===== config.mk =====
export PLATFORM = sky130hd
export DESIGN_NAME = reaction_core
export DESIGN_NICKNAME = d
export VERILOG_FILES = /design/src/rtl/reaction_core.sv
export SDC_FILE = /design/constraint.sdc
export NUM_CORES = 1
export LEC_CHECK = 0
export CAP_MARGIN = 30
export CORE_ASPECT_RATIO = 0.6
export CORE_UTILIZATION = 50
export CTS_BUF_LIST = sky130_fd_sc_hd__clkbuf_4
export DETAILED_ROUTE_END_ITERATION = 16
export PLACE_DENSITY = 0.69
export SYNTH_ARGS = -nofsm -noshare
export SYNTH_HDL_FRONTEND = slang
export SYNTH_SLANG_ARGS = --single-unit
export TNS_END_PERCENT = 5

===== constraint.sdc =====
create_clock -name clk -period 2.5 [get_ports clk]
set_input_delay 0.375 -clock clk [delete_from_list [all_inputs] [get_ports clk]]
set_output_delay 0.375 -clock clk [all_outputs]
set_load 0.02 [all_outputs]

===== src/rtl/reaction_core.sv =====
// reaction_core: reaction-time tester core.
// Random hold-off, millisecond BCD count, foul and timeout handling.

module reaction_core #(
  parameter int unsigned TICK_DIV  = 50000,
  parameter logic [15:0] LFSR_SEED = 16'hACE1
) (
  input  logic       clk,
  input  logic       rst_n,
  input  logic       start,
  input  logic       stop,
  output logic [3:0] bcd3,
  output logic [3:0] bcd2,
  output logic [3:0] bcd1,
  output logic [3:0] bcd0,
  output logic       led_go,
  output logic       foul,
  output logic       timeout,
  output logic       busy
);

  typedef enum logic [2:0] {
    S_IDLE,
    S_WAIT,
    S_GO,
    S_DONE,
    S_FOUL
  } state_t;

  localparam logic [15:0] TICK_LAST =
    16'(TICK_DIV - 1);

  localparam logic [11:0] DLY_BASE =
    12'd1024;

  state_t state;
  state_t state_n;

  logic start_q;
  logic stop_q;
  logic start_rise;
  logic stop_rise;

  logic [15:0] presc;
  logic        tick;

  logic [15:0] lfsr;
  logic        lfsr_fb;

  logic [11:0] delay;

  logic [3:0][3:0] dig;
  logic [3:0][3:0] dig_n;
  logic [3:0][3:0] dig_inc;
  logic            carry;
  logic            cnt_max;

  logic enter_wait;
  logic enter_go;
  logic enter_foul;
  logic sat_hit;

  logic led_go_n;
  logic foul_n;
  logic timeout_n;
  logic busy_n;

  assign start_rise = start & ~start_q;
  assign stop_rise  = stop & ~stop_q;

  assign tick = (presc == TICK_LAST);

  assign lfsr_fb = lfsr[15] ^ lfsr[13]
                 ^ lfsr[12] ^ lfsr[10];

  assign cnt_max = (dig == 16'h9999);

  assign enter_wait = (state != S_WAIT)
                    & (state_n == S_WAIT);
  assign enter_go   = (state == S_WAIT)
                    & (state_n == S_GO);
  assign enter_foul = (state != S_FOUL)
                    & (state_n == S_FOUL);

  // Saturation only counts when stop did not win.
  assign sat_hit = (state == S_GO)
                 & ~stop_rise
                 & tick
                 & cnt_max;

  assign bcd3 = dig[3];
  assign bcd2 = dig[2];
  assign bcd1 = dig[1];
  assign bcd0 = dig[0];

  // Button history for rising-edge detection.
  always_ff @(posedge clk or negedge rst_n) begin
    if (!rst_n) begin
      start_q <= 1'b0;
      stop_q  <= 1'b0;
    end else begin
      start_q <= start;
      stop_q  <= stop;
    end
  end

  // Free-running LFSR, stepped every cycle.
  always_ff @(posedge clk or negedge rst_n) begin
    if (!rst_n) begin
      lfsr <= LFSR_SEED;
    end else begin
      lfsr <= {lfsr[14:0], lfsr_fb};
    end
  end

  // Millisecond prescaler, re-phased on WAIT/GO entry.
  always_ff @(posedge clk or negedge rst_n) begin
    if (!rst_n) begin
      presc <= '0;
    end else if (enter_wait | enter_go | tick) begin
      presc <= '0;
    end else begin
      presc <= presc + 16'd1;
    end
  end

  // Hold-off counter: loaded on WAIT entry, ticks down.
  always_ff @(posedge clk or negedge rst_n) begin
    if (!rst_n) begin
      delay <= '0;
    end else if (enter_wait) begin
      delay <= DLY_BASE + {1'b0, lfsr[10:0]};
    end else if ((state == S_WAIT) && tick) begin
      delay <= delay - 12'd1;
    end
  end

  // State register.
  always_ff @(posedge clk or negedge rst_n) begin
    if (!rst_n) begin
      state <= S_IDLE;
    end else begin
      state <= state_n;
    end
  end

  // Next state; stop wins in WAIT/GO.
  always_comb begin
    state_n = state;
    unique case (state)
      S_IDLE: begin
        if (start_rise) begin
          state_n = S_WAIT;
        end
      end
      S_WAIT: begin
        if (stop_rise) begin
          state_n = S_FOUL;
        end else if (tick && (delay == 12'd1)) begin
          state_n = S_GO;
        end
      end
      S_GO: begin
        if (stop_rise) begin
          state_n = S_DONE;
        end else if (tick && cnt_max) begin
          state_n = S_DONE;
        end
      end
      S_DONE, S_FOUL: begin
        if (start_rise) begin
          state_n = S_WAIT;
        end
      end
      default: begin
        state_n = S_IDLE;
      end
    endcase
  end

  // Decimal increment with ripple carry.
  always_comb begin
    dig_inc = dig;
    carry   = 1'b1;
    for (int i = 0; i < 4; i++) begin
      if (carry) begin
        if (dig[i] == 4'd9) begin
          dig_inc[i] = 4'd0;
        end else begin
          dig_inc[i] = dig[i] + 4'd1;
          carry      = 1'b0;
        end
      end
    end
  end

  // Next values of the registered outputs.
  always_comb begin
    dig_n     = dig;
    led_go_n  = (state_n == S_GO);
    foul_n    = (state_n == S_FOUL);
    busy_n    = (state_n == S_WAIT)
              | (state_n == S_GO);
    timeout_n = 1'b0;

    unique case (1'b1)
      enter_wait: begin
        dig_n = '0;
      end
      enter_foul: begin
        dig_n = {4{4'hE}};
      end
      (state == S_GO) && (state_n == S_GO) && tick: begin
        dig_n = dig_inc;
      end
      default: begin
      end
    endcase

    if (state_n == S_DONE) begin
      timeout_n = sat_hit
                | ((state == S_DONE) & timeout);
    end
  end

  // Output registers.
  always_ff @(posedge clk or negedge rst_n) begin
    if (!rst_n) begin
      dig     <= '0;
      led_go  <= 1'b0;
      foul    <= 1'b0;
      timeout <= 1'b0;
      busy    <= 1'b0;
    end else begin
      dig     <= dig_n;
      led_go  <= led_go_n;
      foul    <= foul_n;
      timeout <= timeout_n;
      busy    <= busy_n;
    end
  end

endmodule

[Word-level counts from Yosys, hierarchy flattened]
Cells that the tools add are included.
Storage, ports and cells
  register bits after elaboration: 69
  input port bits: 4
  logic and storage cells: 95
Operators by class
  $add $sub $neg: 7
  equal/unequal tests: 20
  multiplexer cells: 23
  bitwise gates (word level): 19
  reductions and logical operators: 12
Operator list (number)
  case mux 16 bit (3 select lines): 1
  equality test 16 bit, second input constant: 2
  2-to-1 mux 4 bit: 7
  2-to-1 mux 12 bit: 2
  adder 16 x 1 -> 16 bit, second input constant: 1
  adder 4 x 1 -> 4 bit, second input constant: 4
  equality test 4 bit, second input constant: 4
  2-to-1 mux 16 bit: 1
  2-to-1 mux 3 bit: 5
  adder 11 x 11 -> 12 bit, first input constant: 1
  equality test 12 x 1 -> 1 bit, second input constant: 1
  equality test 3 x 2 -> 1 bit, second input constant: 4
  subtractor 12 x 1 -> 12 bit, second input constant: 1
  bitwise AND 1 bit: 9
  case mux 3 bit (3 select lines): 1
  equality test 3 x 1 -> 1 bit, second input constant: 2
  equality test 3 bit, second input constant: 2
  2-to-1 mux 1 bit: 6
  != test 2 bit, second input constant: 3
  AND reduction 2 bit: 3
  logical AND 1 bit: 5
  bitwise OR 1 bit: 4
  zero test 3 bit: 1
  != test 3 x 1 -> 1 bit, second input constant: 1
  6 further kinds: 10

[Longest topological paths before layout]
Gate-level depths: netlist of run 1.
  depth in word-level cells: 10
  mapped depth: 9
  depth with buffers taken out: 7

[Worst setup path after synthesis of run 1]
OpenSTA, ideal clock, no wires.
  kind: register to register
  start: reg dig, in the netlist bcd2[0]
  end: reg dig, in the netlist bcd3[2]
  setup time: 0.126 ns
  data arrival time: 1.963 ns
  path slack: 0.411 ns
  cell stages (with the launch flop): 7
  path buffers: 1
  clock period less this slack: 2.089 ns
  cell sequence: dfrtp_1 -> ha_1 -> and3b_1 -> clkbuf_1 -> nor4b_1 -> a21oi_1 -> a221o_1
On the way
  cells in the longest elaborated chain, start to end: 10
RTL lines
  start: declaration: line 52  | logic [3:0][3:0] dig;
  start signal: assignment: line 235  | dig <= dig_n;
  equality test 16 bit: line 76  | assign cnt_max = (dig == 16'h9999);
  logical AND 1 bit: line 166  | end else if (tick && cnt_max) begin
  2-to-1 mux 3 bit: line 166
  2-to-1 mux 3 bit: line 164  | if (stop_rise) begin
  case mux 3 bit (3 select lines): line 150  | unique case (state)
  equality test 3 x 2 -> 1 bit: line 213  | (state == S_GO) && (state_n == S_GO) && tick: begin
  logical AND 1 bit (2 in a row): line 213
  != test 2 bit (no line) or nonzero test 3 bit (tied branches)
  AND reduction 2 bit (no line)
Several ways; a longest one is shown, not always the timed one.
A chain may end at the register's enable or synchronous reset.

[Worst setup path in the final report of run 1]
  start: reg dig, in the netlist bcd1[0]
  end: reg dig, in the netlist bcd1[1]
The elaborated chain is that of the path after synthesis.

==> out/metrics.csv, run 1 <==
metric,value,unit
1st-iter DRT viols,141,
post-CTS setup buffers,0,
Layout Nets,378,
Final Skew,15.1,ps
post-synth net total,345,
post-route cell area,3990,sq um
combinational fraction of design power,28.1,%
"Distinct cells, synth",59,
first-pass GRT wire length,12400,microns
crit path buf inv count,0,
Critical Path AT,2630,ps
switch share,33.3,%
Vias/cell,5.90,
post-route setup TNS,0,ps
Worst-Skew Late Latency,430,ps
slew of the pin with the lowest slew margin,766,ps
Inst Count DP,438,
met3 wire length,584,microns
met2 WL,2900,microns
Post-DP Area,3830,sq um
Die Wd,110,microns
CP top delay family,compound AO/OA/AOI/OAI gates,
net switching power,0.00106,W
number of port buffers,23,
wire length per cell,16.4,microns
Post-CTS Resized,0,
synthesized area,3470,sq um
Pwr Total,0.00319,W
Post-DRT Antenna Nets,0,
Max Slew Vio Count,0,
"Period Utilization, post-route",90.3,%
CTS tree,done,
synth-to-layout area growth,15.0,%
clock sinks,69,
Fmax achieved,0.443,GHz
gr usage total,23.4,%
vias in the first global route,2454,
critical path peak fanout,6,
Startpoint Class,flip-flop,
sequential element share of the synthesized area,50.0,%
most frequent CP cell,nand4_1,
Synth Warn #,0,
CP max stage delay,540,ps
DRC errors left,0,
CTS Root Cell,clkbuf_4,
Post-synth EDFFs,0,
Syn Area/Cell,10.5,sq um
Overflow after GRT,0,
Post-DP HPWL,5400,microns
Synth Flop Type,dfrtp_1,
placer congestion estimate,0.968,
max-cap violations,0,
Initial DRT Pass Iterations,5,
layout cells sized above 1,13.6,%
crit path capture type,flip-flop,
WL met1,3870,microns
Required @ worst endpoint,2870,ps
Max VDD drop,0.000423,V
Vias,2684,
Synth Instances,330,
Finished Layout Cells,455,
height of the die,66.5,microns
clock tree buffer depth,2,
clk slew on worst S/H paths,110,ps
"most common cell after layout, fill and taps aside",dfrtp_1,
worst hold path class,flip-flop to flip-flop,
Crit-path slowest cell,a2111oi_0,
run status,finished clean,
H-tree levels,3,
Num CTS Buffers,9,
asr flop ratio synth,100,%
# fillers,580,
Pwr Density,799,nW/um^2
# diodes,0,
post-layout minimum cycle time,2260,ps
largest net degree at the start of global routing,34,
static leakage power,1.76,nW
# IOs,24,
Rows,23,
"Setup violations, final",0,
uppermost routed layer,met4,
#FFs+latches synth,69,
most frequent cells in the layout,"dfrtp_1, nor2_1, nand2_1, clkdlybuf4s50_1, xnor2_1",
Seq pwr share,47.1,%
Slew HR,48.9,%
Starting Density,51.8,%
kind of critical path,flip-flop to flip-flop,
die area,7290,sq um
Internal Pwr Total,0.00212,W
power share of the clock group,24.8,%
initial antenna violation count,0,
unrepaired setup endpoints after global routing,no,
CORE AREA,6710,sq um
Hold Fails Final Rpt,0,
"critical path, cell by cell",ha_1 > and3b_1 > nand4_1 > nand4_1 > a2111oi_0 > a311o_1,
total wire length,7460,microns
registers in the layout, indices dropped and copies added (netlist names):
name and cells:
lfsr 16, busy 1, bcd0 4, start_q 1
stop_q 1, led_go 1, foul 1, presc 16
bcd1 4, bcd3 4, timeout 1, bcd2 4
delay 12, state 3
cell families (layout without fill, tap and decap cells):
family / Yosys count / after routing / synth area share, %
buffers and inverters: 23 / 61 / 3.06
muxes: 5 / 5 / 1.44
DFF: 69 / 69 / 50.0
adders and majority gates: 11 / 11 / 3.97
xor gates and xnor gates: 22 / 22 / 5.55
and+or+nand+nor: 140 / 140 / 24.2
AOI/OAI and AO/OA: 60 / 60 / 11.8
final timing paths:
kind | cells after the start | slack, ps | to | start
worst min register to register | 0 | 370 | lfsr[15]$_DFF_PN1_ | lfsr[14]$_DFF_PN0_
worst min-delay path | 0 | 370 | lfsr[15]$_DFF_PN1_ | lfsr[14]$_DFF_PN0_
worst max register to register | 6 | 240 | bcd1[1]$_DFFE_PN0P_ | bcd1[0]$_DFFE_PN0P_
min in group asynchronous | 2 | 550 | presc[12]$_DFF_PN0_ | rst_n
worst max-delay path | 6 | 240 | bcd1[1]$_DFFE_PN0P_ | bcd1[0]$_DFFE_PN0P_
max in group asynchronous | 3 | 1260 | lfsr[11]$_DFF_PN1_ | rst_n
layer usage:
| layer | up-vias | GRT usage (%) |
|---|---|---|
| li1 | 1276 | - |
| met4 | 0 | 8.50 |
| met5 | - | 0 |
| met3 | 11 | 7.73 |
| met1 | 1295 | 35.5 |
| met2 | 102 | 30.3 |
worst register-to-register path, delay by kind of cell (launching register included):
family	cells	cell delay [ps]
AND/OR/NAND/NOR	3	710
flip-flops	1	480
AO/OA/AOI/OAI	2	730
adder cells (fa/ha/maj)	1	290
cell usage after synthesis, types with 3 or more instances:
library cell | number | share of area [%]
nor3_1 | 5 | 0.72
and4_1 | 3 | 0.76
inv_1 | 11 | 1.2
mux2i_1 | 5 | 1.4
nand3b_1 | 3 | 0.65
a211o_1 | 7 | 1.8
nand3_1 | 13 | 1.9
a221o_1 | 5 | 1.4
xor2_1 | 7 | 1.8
o21ai_0 | 14 | 2.0
nor4b_1 | 4 | 1.0
nor2_1 | 28 | 3.0
and3b_1 | 5 | 1.3
clkbuf_1 | 8 | 0.87
xnor2_1 | 15 | 3.8
dfrtp_1 | 61 | 44
ha_1 | 11 | 4.0
nand2_1 | 25 | 2.7
nor4_1 | 6 | 1.1
dfstp_2 | 8 | 6.1
or4_4 | 3 | 0.97
a21oi_1 | 14 | 2.0
or3_1 | 5 | 0.90
and3_1 | 5 | 0.90
nand4_1 | 11 | 2.0
nor3b_1 | 3 | 0.65
what timing repair did:
| item | CTS | global route |
|---|---|---|
| hold endpoints to repair | 2 | 0 |
| hold buffers | 1 | 0 |
| setup endpoints to repair | 0 | 0 |
area by class of cell:
class                      instances  area (sq um)  area share (%)
tap                               87           109            2.73
timing repair buffer              34           323            8.09
clock inverter                     6          77.6            1.94
clock buffer                      10          75.1            1.88
multi-input combinational        238          1630            40.8
sequential                        69          1740            43.5
inverter                          11          41.3            1.03
power by group through the flow:
stage / clock network [W] / logic, W / registers, W
3_5_place_dp: 0 / 0.000891 / 0.00152
4_1_cts: 0.000820 / 0.000900 / 0.00149
5_1_grt: 0.000857 / 0.000982 / 0.00153
2_1_floorplan: 0 / 0.000471 / 0.00158
6_report: 0.000792 / 0.000895 / 0.00150
3_3_place_gp: 0 / 0.000890 / 0.00150
through the flow:
stage,setup WS [ps],hold WS (ps),utilization (%)
6_report,242,365,59.5
5_1_grt,92.6,377,59.5
4_1_cts,251,367,59.5
3_5_place_dp,49.5,342,57.1
3_3_place_gp,233,334,57.1
2_1_floorplan,411,79.4,-
(Power assumes the default switching activity.)
==> inputs of run 2 (changes only) <==
- HOLD_SLACK_MARGIN: default -> 0.03
==> results of run 2 <==
No change in the layout: final DEF, timing and power equal those of run 1.
==> inputs of run 3 (changes only) <==
- CORE_MARGIN: default -> 4
- SKIP_CTS_REPAIR_TIMING: default -> 1
- clock period: 2.5 -> 2.1 ns (I/O delays scaled with it)
==> run 3 against run 2 <==
  * The run now ends with setup timing left
  * Die area grew 15%
  * Final cell count grew 7.0%
  * Worst setup slack lost 250 ps
  * Cell area grew 6.3%
  * Clock skew shrank 5.8 ps
  * Count of clock-buffer cells in the layout grew 1
==> out/metrics.csv, run 3 (synthesized netlist as in run 1, its figures left out) <==
metric,value,unit
run status,"complete, but fails checks",
failing checks,setup timing,
"Period Utilization, post-route",101,%
Top Registers,"lfsr x16, presc x16, delay x12",
"Core Util, Final",63.3,%
CTS tree,done,
placer congestion estimate,0.900,
die area,8380,sq um
Vias,2747,
critical path peak fanout,4,
Finished Layout Cells,487,
Worst-Skew Late Latency,420,ps
CP top delay family,simple AND/OR/NAND/NOR gates,
worst hold path class,input port to flip-flop,
Min Hold Slack,346,ps
synth-to-layout area growth,22.2,%
Rows,23,
"Setup violations, final",1,
fin worst setup slack,-10.8,ps
CORE AREA,6710,sq um
crit path buf inv count,0,
height of the die,72.5,microns
R2R Path End,led_go$_DFF_PN0_,
clk slew on worst S/H paths,110,ps
Vias/cell,5.64,
Worst path depth,5,
Pwr Density,906,nW/um^2
area of the multi-input gates,1660,sq um
Hold Crit Start,start,
most frequent cells in the layout,"dfrtp_1, buf_4, nor2_1, nand2_1, clkdlybuf4s50_1",
Starting Density,51.8,%
crit path capture type,flip-flop,
total wire length,8040,microns
Post-DRT Antenna Nets,0,
Num CTS Buffers,9,
unrepaired setup endpoints after global routing,yes,
first-pass GRT wire length,13700,microns
Overflow after GRT,0,
Final Skew,9.32,ps
post-route setup TNS,-10.8,ps
kind of critical path,flip-flop to flip-flop,
max-cap violations,0,
number of port buffers,23,
worst setup path start,delay[6]$_DFFE_PN0P_,
"critical path, cell by cell",or4_4 > or4_4 > nor4_4 > o211ai_1 > nor2_1,
clock tree buffer depth,2,
"most common cell after layout, fill and taps aside",dfrtp_1,
Required @ worst endpoint,2450,ps
Inst Count DP,470,
H-tree levels,3,
Crit-path slowest cell,or4_4,
Die Wd,116,microns
FF-to-FF path depth,5,
Critical Path AT,2460,ps
largest net degree at the start of global routing,21,
Initial DRT Pass Iterations,4,
# IOs,24,
clock sinks,69,
Max Slew Vio Count,0,
gr usage total,21.3,%
CP max stage delay,570,ps
CTS Root Cell,clkbuf_4,
R2R Path Start,delay[6]$_DFFE_PN0P_,
wire length per cell,16.5,microns
Startpoint Class,flip-flop,
# fillers,568,
1st-iter DRT viols,205,
DRC errors left,0,
# diodes,0,
slew of the pin with the lowest slew margin,476,ps
Hold Fails Final Rpt,0,
Fmax achieved,0.474,GHz
vias in the first global route,2697,
critical path endpoint,led_go$_DFF_PN0_,
Reg2Reg Setup Slack,-10,ps
Max VDD drop,0.000642,V
most frequent CP cell,or4_4,
Layout Nets,410,
layout cells sized above 1,22.8,%
initial antenna violation count,0,
Seq. cell area,1740,sq um
static leakage power,1.93,nW
Post-DP HPWL,6070,microns
post-layout minimum cycle time,2110,ps
Slew HR,68.3,%
-- run 3: changes by cell type in the layout (fill, tap and decap cells not counted), sizes merged --
| cell | before | now |
|---|---|---|
| buf | 11 | 43 |
| bufinv | 2 | 1 |
| clkbuf | 10 | 11 |
| clkinv | 4 | 3 |
| clkinvlp | 0 | 1 |
-- run 3: final cells by class --
class,instances,share of cell area [%]
Clock buffer,11,1.95
Multi-Input combinational cell,238,39.1
Sequential cell,69,40.9
Tap cell,87,2.57
Inverter,11,0.973
Clock inverter,5,1.24
Timing Repair Buffer,66,13.3
-- run 3: power by group --
part           total, W  switching, W  internal, W
Clock          0.000850      0.000466     0.000384
Combinational   0.00130      0.000662     0.000640
Sequential      0.00169      0.000175      0.00152
Total           0.00384       0.00130      0.00254
-- run 3: how the worst min path moves through the flow --
stage                                to  slack (ps)  cells after the start
floorplan           bcd0[0]$_DFFE_PN0P_          20                      0
global placement    bcd2[0]$_DFFE_PN0P_         300                      1
detailed placement  bcd2[0]$_DFFE_PN0P_         300                      1
CTS                  presc[5]$_DFF_PN0_        -170                      1
global route          start_q$_DFF_PN0_         340                      1
finish                start_q$_DFF_PN0_         350                      1
-- run 3: metal layers --
metal / GRT usage, % / part of all wire [%] / wire, microns / up-vias
met2: 28.4 / 40 / 3230 / 66
met5: 0 / 0 / 0 / -
li1: - / - / - / 1339
met4: 7.16 / 1.0 / 80 / 0
met3: 5.75 / 5.9 / 474 / 7
met1: 33.2 / 53 / 4250 / 1335
-- run 3: through the flow --
step | area (sq um) | setup slack (ps) | total power [W]
detailed placement | 4070 | -77.5 | 0.00301
floorplan | 3470 | 10.8 | 0.00244
CTS | 4200 | -6.03 | 0.00387
global route | 4240 | -61.1 | 0.00407
global placement | 4070 | -17.1 | 0.00298
finish | 4240 | -10.8 | 0.00384
